### src/rtl/div_arbiter.sv
//------------------------------------------------------------------------------
// DivArbiter: shares one iterative divider between several requesters.
//
// Requesters raise a level request along with their operands. The arbiter
// picks one owner round-robin and latches its operands. It then either starts
// the divider or answers a zero divisor at once. Finally it returns the
// registered result with a one-cycle ack pulse to the owner.
//
// Ports:
//   Clock          - system clock, rising-edge active
//   nReset         - asynchronous active-low reset
//   req            - per-requester level request, held until ack
//   req_dividend   - packed 32-bit dividends, requester i at [32i+31:32i]
//   req_divisor    - packed 16-bit divisors, requester i at [16i+15:16i]
//   ack            - one-hot one-cycle pulse, result valid for that requester
//   err            - result invalid (divide by zero or divider timeout)
//   quotient       - registered quotient, valid while ack is high
//   remainder      - registered remainder, valid while ack is high
//   div_start      - one-cycle start pulse to the divider
//   div_dividend   - latched dividend presented to the divider
//   div_divisor    - latched divisor presented to the divider
//   div_done       - divider completion pulse
//   div_quotient   - divider quotient, valid with div_done
//   div_remainder  - divider remainder, valid with div_done
//------------------------------------------------------------------------------
module div_arbiter #(
    parameter int NREQ    = 3,
    parameter int TIMEOUT = 64
) (
    input  logic                 Clock,
    input  logic                 nReset,
    input  logic [NREQ-1:0]      req,
    input  logic [NREQ*32-1:0]   req_dividend,
    input  logic [NREQ*16-1:0]   req_divisor,
    output logic [NREQ-1:0]      ack,
    output logic                 err,
    output logic [31:0]          quotient,
    output logic [15:0]          remainder,
    output logic                 div_start,
    output logic [31:0]          div_dividend,
    output logic [15:0]          div_divisor,
    input  logic                 div_done,
    input  logic [31:0]          div_quotient,
    input  logic [15:0]          div_remainder
);

    localparam int IW = (NREQ > 1) ? $clog2(NREQ) : 1;
    localparam int CW = (TIMEOUT > 1) ? $clog2(TIMEOUT) : 1;
    localparam logic [CW-1:0] LAST_COUNT = CW'(TIMEOUT - 1);
    localparam logic [IW-1:0] LAST_INIT  = IW'(NREQ - 1);

    typedef enum logic [1:0] {
        IDLE,
        START,
        WAIT,
        RESP
    } state_t;

    state_t          state;
    state_t          state_next;
    logic [IW-1:0]   owner;
    logic [IW-1:0]   last;
    logic [IW-1:0]   grant;
    logic [IW-1:0]   rr_idx;
    logic            grant_valid;
    logic [NREQ-1:0] eligible;
    logic            just_acked;
    logic [CW-1:0]   wait_count;
    logic [31:0]     sel_dividend;
    logic [15:0]     sel_divisor;
    logic            zero_div;
    logic            timed_out;

    // Builds a one-hot ack vector for the given requester index.
    function automatic logic [NREQ-1:0] onehot(input logic [IW-1:0] idx);
        logic [NREQ-1:0] v;
        v      = '0;
        v[idx] = 1'b1;
        return v;
    endfunction

    // The requester that was just acked is kept out of the very next IDLE
    // cycle. A requester that has not yet dropped its level request
    // therefore cannot be granted twice in a row straight away.
    always_comb begin
        eligible = req;
        if (just_acked) begin
            eligible[last] = 1'b0;
        end
    end

    // Round-robin search: start one past the last owner and wrap around.
    // The first eligible requester found wins.
    always_comb begin
        grant       = last;
        grant_valid = 1'b0;
        rr_idx      = '0;
        for (int k = 1; k <= NREQ; k++) begin
            rr_idx = IW'((int'(last) + k) % NREQ);
            if (!grant_valid && eligible[rr_idx]) begin
                grant       = rr_idx;
                grant_valid = 1'b1;
            end
        end
    end

    // Operand mux for the candidate owner. A plain loop is used here
    // instead of a variable part-select so that every index is a constant.
    always_comb begin
        sel_dividend = '0;
        sel_divisor  = '0;
        for (int i = 0; i < NREQ; i++) begin
            if (grant == IW'(i)) begin
                sel_dividend = req_dividend[i*32 +: 32];
                sel_divisor  = req_divisor[i*16 +: 16];
            end
        end
    end

    assign zero_div  = (sel_divisor == 16'd0);
    assign timed_out = (wait_count == LAST_COUNT);

    // Next-state logic. A zero divisor skips the divider entirely. WAIT
    // leaves on the divider's done pulse or once the wait budget runs out.
    always_comb begin
        state_next = state;
        case (state)
            IDLE: begin
                if (grant_valid) begin
                    state_next = zero_div ? RESP : START;
                end
            end
            START: begin
                state_next = WAIT;
            end
            WAIT: begin
                if (div_done || timed_out) begin
                    state_next = RESP;
                end
            end
            RESP: begin
                state_next = IDLE;
            end
            default: begin
                state_next = IDLE;
            end
        endcase
    end

    // State register.
    always_ff @(posedge Clock or negedge nReset) begin
        if (!nReset) begin
            state <= IDLE;
        end else begin
            state <= state_next;
        end
    end

    // Registered datapath and outputs. ack and div_start are computed one
    // edge ahead, so each one is high for exactly the cycle spent in RESP or
    // START, and nothing reaches a port combinationally from req. The
    // result registers are loaded only when entering RESP, so they keep
    // their value until the next transaction completes.
    always_ff @(posedge Clock or negedge nReset) begin
        if (!nReset) begin
            ack          <= '0;
            err          <= 1'b0;
            quotient     <= '0;
            remainder    <= '0;
            div_start    <= 1'b0;
            div_dividend <= '0;
            div_divisor  <= '0;
            wait_count   <= '0;
            owner        <= '0;
            last         <= LAST_INIT;
            just_acked   <= 1'b0;
        end else begin
            ack        <= '0;
            div_start  <= 1'b0;
            just_acked <= (state == RESP);
            case (state)
                IDLE: begin
                    if (grant_valid) begin
                        owner        <= grant;
                        div_dividend <= sel_dividend;
                        div_divisor  <= sel_divisor;
                        wait_count   <= '0;
                        if (zero_div) begin
                            ack       <= onehot(grant);
                            err       <= 1'b1;
                            quotient  <= '1;
                            remainder <= '1;
                            last      <= grant;
                        end else begin
                            div_start <= 1'b1;
                        end
                    end
                end
                START: begin
                    wait_count <= '0;
                end
                WAIT: begin
                    if (div_done) begin
                        ack       <= onehot(owner);
                        err       <= 1'b0;
                        quotient  <= div_quotient;
                        remainder <= div_remainder;
                        last      <= owner;
                    end else if (timed_out) begin
                        ack       <= onehot(owner);
                        err       <= 1'b1;
                        quotient  <= '0;
                        remainder <= '0;
                        last      <= owner;
                    end else begin
                        wait_count <= wait_count + CW'(1);
                    end
                end
                RESP: begin
                    wait_count <= '0;
                end
                default: begin
                    wait_count <= '0;
                end
            endcase
        end
    end

endmodule

### config.mk
export PLATFORM = sky130hd
export DESIGN_NAME = div_arbiter
export DESIGN_NICKNAME = d
export VERILOG_FILES = /design/src/rtl/div_arbiter.sv
export SDC_FILE = /design/constraint.sdc
export NUM_CORES = 1
export LEC_CHECK = 0
export CAP_MARGIN = 40
export CORE_MARGIN = 4
export CORE_UTILIZATION = 45
export CTS_CLUSTER_DIAMETER = 150
export DETAILED_ROUTE_END_ITERATION = 8
export DONT_BUFFER_PORTS = 1
export GPL_TIMING_DRIVEN = 0
export MAX_ROUTING_LAYER = met4
export PLACE_DENSITY = 0.64
export SYNTH_ARGS = -nofsm -noshare
export SYNTH_HDL_FRONTEND = slang
export SYNTH_SLANG_ARGS = --single-unit
### constraint.sdc
create_clock -name Clock -period 4.3 [get_ports Clock]
set_clock_uncertainty 0.2 [all_clocks]
set_input_delay 0.43 -clock Clock [delete_from_list [all_inputs] [get_ports Clock]]
set_output_delay 0.43 -clock Clock [all_outputs]
set_load 0.02 [all_outputs]
After elaboration in Yosys (flattened, before gate mapping)
Cells that the tools add are included.

Eq/ne operators: 12. $lt $le $gt $ge: 9. Add/sub/neg operators: 4. Div/mod/pow operators: 3. Reduce and logical (&&, ||, !) cells: 17. Mux-type cells: 61. Bitwise logic cells: 2.

Operators by type and width (number): 32-bit two-way mux (7); 16-bit two-way mux (7); 32-bit by 3-bit remainder unit with 32-bit output, second input constant (3); 32-bit one-hot mux with 2 select lines (1); 16-bit one-hot mux with 2 select lines (1); 2-bit two-way mux (10); 2-bit by 3-bit < comparator with 1-bit output, second input constant (6); 6-bit two-way mux (3); 6-bit one-hot mux with 3 select lines (1); 16-bit logical NOT (1); 1-bit two-way mux (16); 3-bit two-way mux (5); 2-bit != test, second input constant (5); 2-bit one-hot mux with 4 select lines (1); 2-bit by 2-bit adder with 3-bit output, second input constant (2); 6-bit by 1-bit adder with 6-bit output, second input constant (1); 1-bit binary-select mux with 2-bit select (3); 1-bit demux with 2-bit select (3); 2-bit == test, second input constant (3); 6-bit == test, second input constant (1); 2-bit by 1-bit >= comparator with 1-bit output, second input constant (3); 3-bit one-hot mux with 2 select lines (1); 1-bit logical AND (5); 2-bit by 1-bit == test with 1-bit output, second input constant (2); other kinds (14) (17).

Logic and storage cells: 120. Input bits: 198. Register bits after elaboration: 114.

Logic depth before layout (Yosys ltp)
Gate-level depths: netlist of the first run.

Depth after elaboration: 24. Mapped depth: 13.

Worst setup path before layout of the first run
OpenSTA, ideal clock, no wires.

Path kind: register -> register. Start point: reg last[1]. End point: reg quotient[14]. Data required time: 3.972 ns. Clock period less this slack: 3.726 ns. Cell stages (with the launch flop): 12. Arrival: 3.398 ns. Slack: 0.574 ns. Setup time: 0.128 ns. Cell sequence: dfstp_2 > ha_1 > buf_2 > mux2_1 > a221o_1 > and3_1 > a211oi_2 > or2_1 > a31oi_1 > o41ai_4 > buf_4 > mux2_1.

Word-level cells in the longest chain between the ends: 23. Elaborated cells on any way between the ends: 40.

Ends and longest elaborated chain: start, declared (line 62) `logic [IW-1:0] last;`; start signal, assigned (line 193) `last <= grant;`; start signal, assigned (line 208) `last <= owner;`; start signal, assigned (line 214) `last <= owner;`; parallel branches: the longest is 22 deep, another holds 32-bit by 3-bit remainder unit with 32-bit output; 4-bit AND reduction (no line) (*); end signal, assigned (line 206) `quotient <= div_quotient;`; end, declared (line 37) `output logic [31:0] quotient,`.

Mark *: on every way between the ends. The select of a mux whose other input is x is not followed. A chain may end at the register's enable or synchronous reset.

Final worst setup path of the first run
Start point: reg last[1]. End point: reg quotient[19].

The elaborated chain is that of the path after synthesis.

==> impl_metrics.csv, run 1 <==
group,metric,value,unit
clocking,clk_pin_slew,60,ps
sta,fmax,245.8,MHz
yosys,yosysSeqAreaShare,46.00,%
clocking,numCtsBuffers,17,
die,row_count,42,
sta,setup_tns,0,ps
yosys,postSynthCellCount,680,
yosys,synth_edf_count,0,
setup_path,reg2regPathDepth,13,
placed_design,io_buffers,0,
final_layout,post-route-util,53.38,%
grt,grt_pass1_vias,5278,
setup_path,r2r_slack,230,ps
sta,max-slew-margin-rel,46.45,%
setup_path,r2r_end,"quotient[19]",
yosys,synth_area,0.006205,sq mm
die,ios,299,
run_status,status,"complete, no violations",
final_layout,final_area,0.007126,sq mm
min_path,hp-class,"input port to flip-flop",
grt,grt-ovfl-total,0,
clocking,cts.htree.levels,4,
power,ir_worst_vdd,0.5963,mV
routing,drt_pass1_iterations,5,
setup_path,start_kind,"flip-flop",
sta,fin_crit,4069,ps
routing,drc,0,
grt,grt_usage,25.12,%
sta,setup_violations,0,
die,coreArea,0.01335,sq mm
yosys,async_flop_share,100.0,%
flow_run,drv_cap,0,
routing,via_per_inst,5.742,
die,die_y,125.4,microns
setup_path,timing.rr.start,"last[1]",
setup_path,required,4390,ps
min_path,min_path_cells,2,
sta,whs,13.25,ps
yosys,avgSynthCellArea,9.125,sq um
routing,drt-total-wl,19400,microns
grt,grt_pass1_wl,29950,microns
sta,post-route-period-util,94.62,%
grt,antenna_found_initial,2,
setup_path,criticalPathCategory,"flip-flop to flip-flop",
clocking,cts_buffer_depth,2,
final_layout,fillers,1305,
final_layout,layout-drive-gt1-share,7.939,%
final_layout,final_common_cell,"nand2_1",
final_layout,area_growth,14.84,%
routing,drtIter0Drc,254,
yosys,synth.distinct_cells,47,
yosys,synth_flop_cell,"dfrtp_1",
die,dieArea,0.01573,sq mm
min_path,min_to,"div_dividend[17]",
routing,avgRoutedWirePerCell,21.63,microns
die,dieWidth,125.4,microns
final_layout,layout_common_cells,"162 x nand2_1, 113 x dfrtp_1, 61 x nor2_1",
power,power_density,1023,mW/mm^2
die,initial_core_util,46.48,%
setup_path,crit_path_max_fanout,10,
sta,max_slew.worst_pin.slew,803.2,ps
sta,slew_violations,0,
setup_path,worstPathArrival,4160,ps
yosys,syn_nets,886,
sta,finalHoldViolCount,0,
sta,rsz0062_at_grt,"no",
yosys,yosys_warnings,0,
final_layout,fin_nets,911,
clocking,clk_latency,410,ps
clocking,cts_tree,"built",
power,power_leakage,2.964,nW
placed_design,hpwlAfterDp,15320,microns
placed_design,post_dp_cell_area,0.006425,sq mm
setup_path,critPathCaptureType,"flip-flop",
yosys,ys_ff_latch,114,
power,finalPower,7.293,mW
clocking,root_buffer,"clkbuf_16",
routing,ant_nets,0,
clocking,clock_sinks,114,
placed_design,routabilityCongestion,0.9972,
routing,vias,5151,
grt,grt_max_degree,115,
min_path,worstHoldStart,"req_dividend[81]",
## stage by stage
step,setup slack [ps],std cells
floorplan,574.3,680
global placement,-127.6,856
detailed placement,-187.1,856
CTS,62.03,893
global route,46.24,896
finish,231.2,897
## per-layer routing
metal / GRT usage [%] / wire length [microns] / part of all wire (%)
met4: 10.78 / 575 / 3.0
met2: 41.19 / 10020 / 52
met3: 6.738 / 1170 / 6.0
met1: 29.10 / 7633 / 39
met5: - / 0 / 0
## cell type report
type	count	area (sq um)	share of cell area (%)
Inverter	8	30.03	0.4214
Antenna cell	3	7.507	0.1054
Tap cell	176	220.2	3.090
Clock buffer	18	429.2	6.023
Clock inverter	14	178.9	2.511
Timing Repair Buffer	6	72.57	1.018
Multi-Input combinational cell	509	3124	43.85
Sequential cell	114	2854	40.05
Buffer	49	209.0	2.932
## worst max-delay path by stage
stage                     slack (ps)  depth (start not counted)      endpoint     from
after floorplan                  570                         11  quotient[14]  last[1]
after detailed placement        -190                         11  quotient[29]  last[1]
after global placement          -130                         11  quotient[15]  last[1]
after CTS                         60                         12  quotient[18]  last[1]
final                            230                         13  quotient[19]  last[1]
after global routing              50                         13  quotient[15]  last[1]
## critical path: stages (launching register included)
cell and delay (ps):
dfstp_2 560, ha_1 140, buf_2 200, mux2_1 340
a221o_1 330, and3_1 190, a22oi_1 210, buf_2 330
mux2_2 420, a21oi_2 260, o41ai_4 80, buf_4 190
buf_4 190, mux2_1 320
## kinds of logic (layout without fill, tap and decap cells)
group                      after synthesis  count (layout)  synth area share, %
adders and majority gates                8               8                1.613
buffers and inverters                   57              95                3.811
AOI/OAI and AO/OA                      130             130                12.54
muxes                                  107             107                18.33
and+or+nand+nor                        264             264                17.71
other                                    0               3                    0
DFF                                    114             114                46.00
## Yosys cell counts, drive strengths merged (3+ instances only)
cell,count,share of area [%]
buf,14,1.2
a31oi,3,0.30
a22o,6,0.85
a21oi,49,4.0
nand2,162,9.8
nand2b,3,0.30
ha,8,1.6
or4,3,0.36
dfrtp,113,46
nor4,6,0.61
and2,3,0.30
a31o,3,0.42
clkbuf,35,2.1
inv,8,0.48
mux2,53,9.6
or2,3,0.30
nor3,8,0.65
mux2i,54,8.7
nand4,4,0.40
nor3b,3,0.36
o21ai,50,4.0
nor2,61,3.7
a21o,3,0.36
## sequential cells by signal, indices dropped and copies added (netlist names), 2 cells and up
name	cells
div_dividend	32
quotient	32
div_divisor	16
remainder	16
wait_count	6
ack	3
last	2
owner	2
state	2
## report_power, final
part           leakage [nW]  switching, mW  internal (mW)
clock                 0.288          0.529          0.918
combinational          1.36           2.16           1.35
sequential             1.32          0.824           1.52
total                  2.96           3.51           3.78
## what timing repair did
action / CTS / global route
endpoints found under the hold margin: 116 / 0
resized for setup: 0 / 6
pin swaps: 1 / 1
setup endpoints to repair: 60 / 57
setup buffers: 1 / 1
hold buffers: 4 / 0
Note: power is estimated with default switching activity, not from simulation.
==> run 2, diff against run 1 <==
--- a/config.mk
+++ b/config.mk
@@ -14,6 +14,7 @@
 export GPL_TIMING_DRIVEN = 0
 export MAX_ROUTING_LAYER = met4
 export PLACE_DENSITY = 0.64
+export REMOVE_ABC_BUFFERS = 1
 export SYNTH_ARGS = -nofsm -noshare
 export SYNTH_HDL_FRONTEND = slang
 export SYNTH_SLANG_ARGS = --single-unit
==> constraint.sdc (replaced) <==
create_clock -name Clock -period 3.8 [get_ports Clock]
set_clock_uncertainty 0.2 [all_clocks]
set_input_delay 0.38 -clock Clock [delete_from_list [all_inputs] [get_ports Clock]]
set_output_delay 0.38 -clock Clock [all_outputs]
set_load 0.02 [all_outputs]
==> run 2 against run 1 <==
Against the previous run:
- the run now ends with setup timing left
- worst hold slack improved by 6.7 ps
- critical path depth increased by 3
- sequential cell count unchanged
- largest power group unchanged
==> impl_metrics.csv, run 2 (synthesis gave the netlist of run 1 again) <==
group,metric,value,unit
setup_path,critPathCaptureType,"flip-flop",
final_layout,final_common_cell,"nand2_1",
die,row_count,42,
clocking,clk_latency,400,ps
final_layout,fillers,1049,
sta,max-slew-margin-rel,47.03,%
power,power_density,1164,mW/mm^2
die,dieWidth,125.4,microns
clocking,cts.htree.levels,4,
grt,grt_pass1_wl,30050,microns
grt,grt_pass1_vias,5539,
placed_design,hpwlAfterDp,12320,microns
die,dieArea,0.01573,sq mm
grt,grt-ovfl-total,0,
min_path,hp-class,"input port to flip-flop",
clocking,clk_pin_slew,50,ps
setup_path,max_stage_delay,600,ps
final_layout,area_growth,33.35,%
sta,fin_crit,3970,ps
setup_path,start_kind,"flip-flop",
setup_path,crit_path_max_fanout,7,
setup_path,criticalPathCategory,"flip-flop to flip-flop",
sta,rsz0062_at_grt,"yes",
final_layout,layout_common_cells,"162 x nand2_1, 112 x dfrtp_1, 61 x nor2_1",
placed_design,routabilityCongestion,0.8617,
grt,antenna_found_initial,0,
routing,drtIter0Drc,270,
power,power_leakage,3.526,nW
clocking,root_buffer,"clkbuf_16",
routing,vias,5538,
die,initial_core_util,46.48,%
run_status,violations,"setup timing",
die,die_y,125.4,microns
clocking,cts_buffer_depth,2,
clocking,clock_sinks,114,
final_layout,final_area,0.008274,sq mm
power,ir_worst_vdd,0.8030,mV
sta,finalHoldViolCount,0,
sta,max_slew.worst_pin.slew,791.0,ps
sta,setup_violations,48,
sta,post-route-period-util,104.5,%
min_path,worstHoldStart,"req_divisor[36]",
placed_design,dp_slack,-1429,ps
setup_path,cp-startpoint,"last[1]",
die,ios,299,
sta,slew_violations,0,
setup_path,required,3880,ps
final_layout,fin_nets,972,
sta,fin_ws,-170.2,ps
final_layout,reg_top3,"div_dividend (32), quotient (32)",
routing,drt-total-wl,20340,microns
placed_design,post_dp_cell_area,0.006427,sq mm
final_layout,diodes,0,
routing,avgRoutedWirePerCell,21.35,microns
clocking,cts_tree,"built",
sta,fmax,251.9,MHz
routing,drc,0,
setup_path,crit_slowest_cell,"dfstp_2",
final_layout,layout-drive-gt1-share,17.76,%
placed_design,io_buffers,0,
grt,grt_max_degree,115,
flow_run,drv_cap,0,
routing,ant_nets,0,
clocking,numCtsBuffers,17,
die,coreArea,0.01335,sq mm
routing,drt_pass1_iterations,5,
routing,via_per_inst,5.811,
run_status,status,"complete, but fails checks",
setup_path,worstPathArrival,4050,ps
setup_path,timing.rr.start,"last[1]",
grt,grt_usage,24.67,%
setup_path,crit_chain,"inv_4, ha_4, mux2_4, a221o_1, and3_4, a22oi_2, buf_6, buf_6, mux2i_4, a21oi_4, o41ai_4, buf_6, buf_12, buf_12, buf_12, mux2_4",
[run 2: cell type report]
| type | instances | area (sq um) | share of cell area (%) |
|---|---|---|---|
| multi-input cells | 513 | 3400 | 41.09 |
| flip-flops and latches | 114 | 2855 | 34.51 |
| repair buffers | 112 | 1205 | 14.56 |
| clock buffers | 24 | 481.7 | 5.822 |
| well taps | 176 | 220.2 | 2.661 |
| clock inverters | 6 | 80.08 | 0.9678 |
| inverters | 8 | 32.53 | 0.3932 |
[run 2: worst max-delay path, delay by kind of cell (launching register included)]
family                     cells  cell delay, ps
adders and majority gates      1             160
buffers and inverters          7             850
DFF                            1             600
muxes                          3             840
AOI/OAI and AO/OA              4            1000
and+or+nand+nor                1             200
[run 2: stage by stage]
step                      util [%]  setup TNS (ps)  power, mW  hold WS [ps]  std cells
final                        61.99           -5848      9.627         19.93        953
after global routing         61.99          -10200      10.28         5.565        953
after CTS                    60.81           -4028      9.300      0.009937        942
after detailed placement     48.15          -74120      6.592        -112.8        818
after global placement       46.59        -1007640      5.531        -112.5        807
after floorplan                  -         -636090      5.096        -115.6        631
[run 2: layer usage]
| layer | vias up | track usage (%) | part of all wire (%) |
|---|---|---|---|
| met3 | 39 | 8.273 | 8.9 |
| met5 | - | - | 0 |
| met1 | 2666 | 26.20 | 37 |
| met2 | 324 | 43.17 | 52 |
| met4 | 0 | 8.099 | 2.2 |
| li1 | 2509 | - | - |
[run 2: path summary, 6_finish.rpt]
check                              endpoint  slack [ps]  depth (start not counted)
hold / removal               div_divisor[4]          20                          2
max in group asynchronous  div_dividend[25]        2530                          2
setup reg to reg               quotient[16]        -170                         16
hold reg to reg               wait_count[4]         340                          2
min in group asynchronous     wait_count[4]         450                          2
setup / recovery               quotient[16]        -170                         16
[run 2: report_power, final]
part           switching [mW]  internal (mW)  leakage [nW]  total (mW)
clock network           0.528           1.00         0.280        1.53
registers               0.922           1.72          1.32        2.64
logic                    2.85           2.60          1.93        5.45
[run 2: timing repair]
action,CTS,global route
hold endpoints to repair,168,0
resized for setup,50,13
endpoints found under the setup margin,105,56
hold buffers,56,0
setup buffers,35,9
pin swaps,9,6
gates cloned,4,3
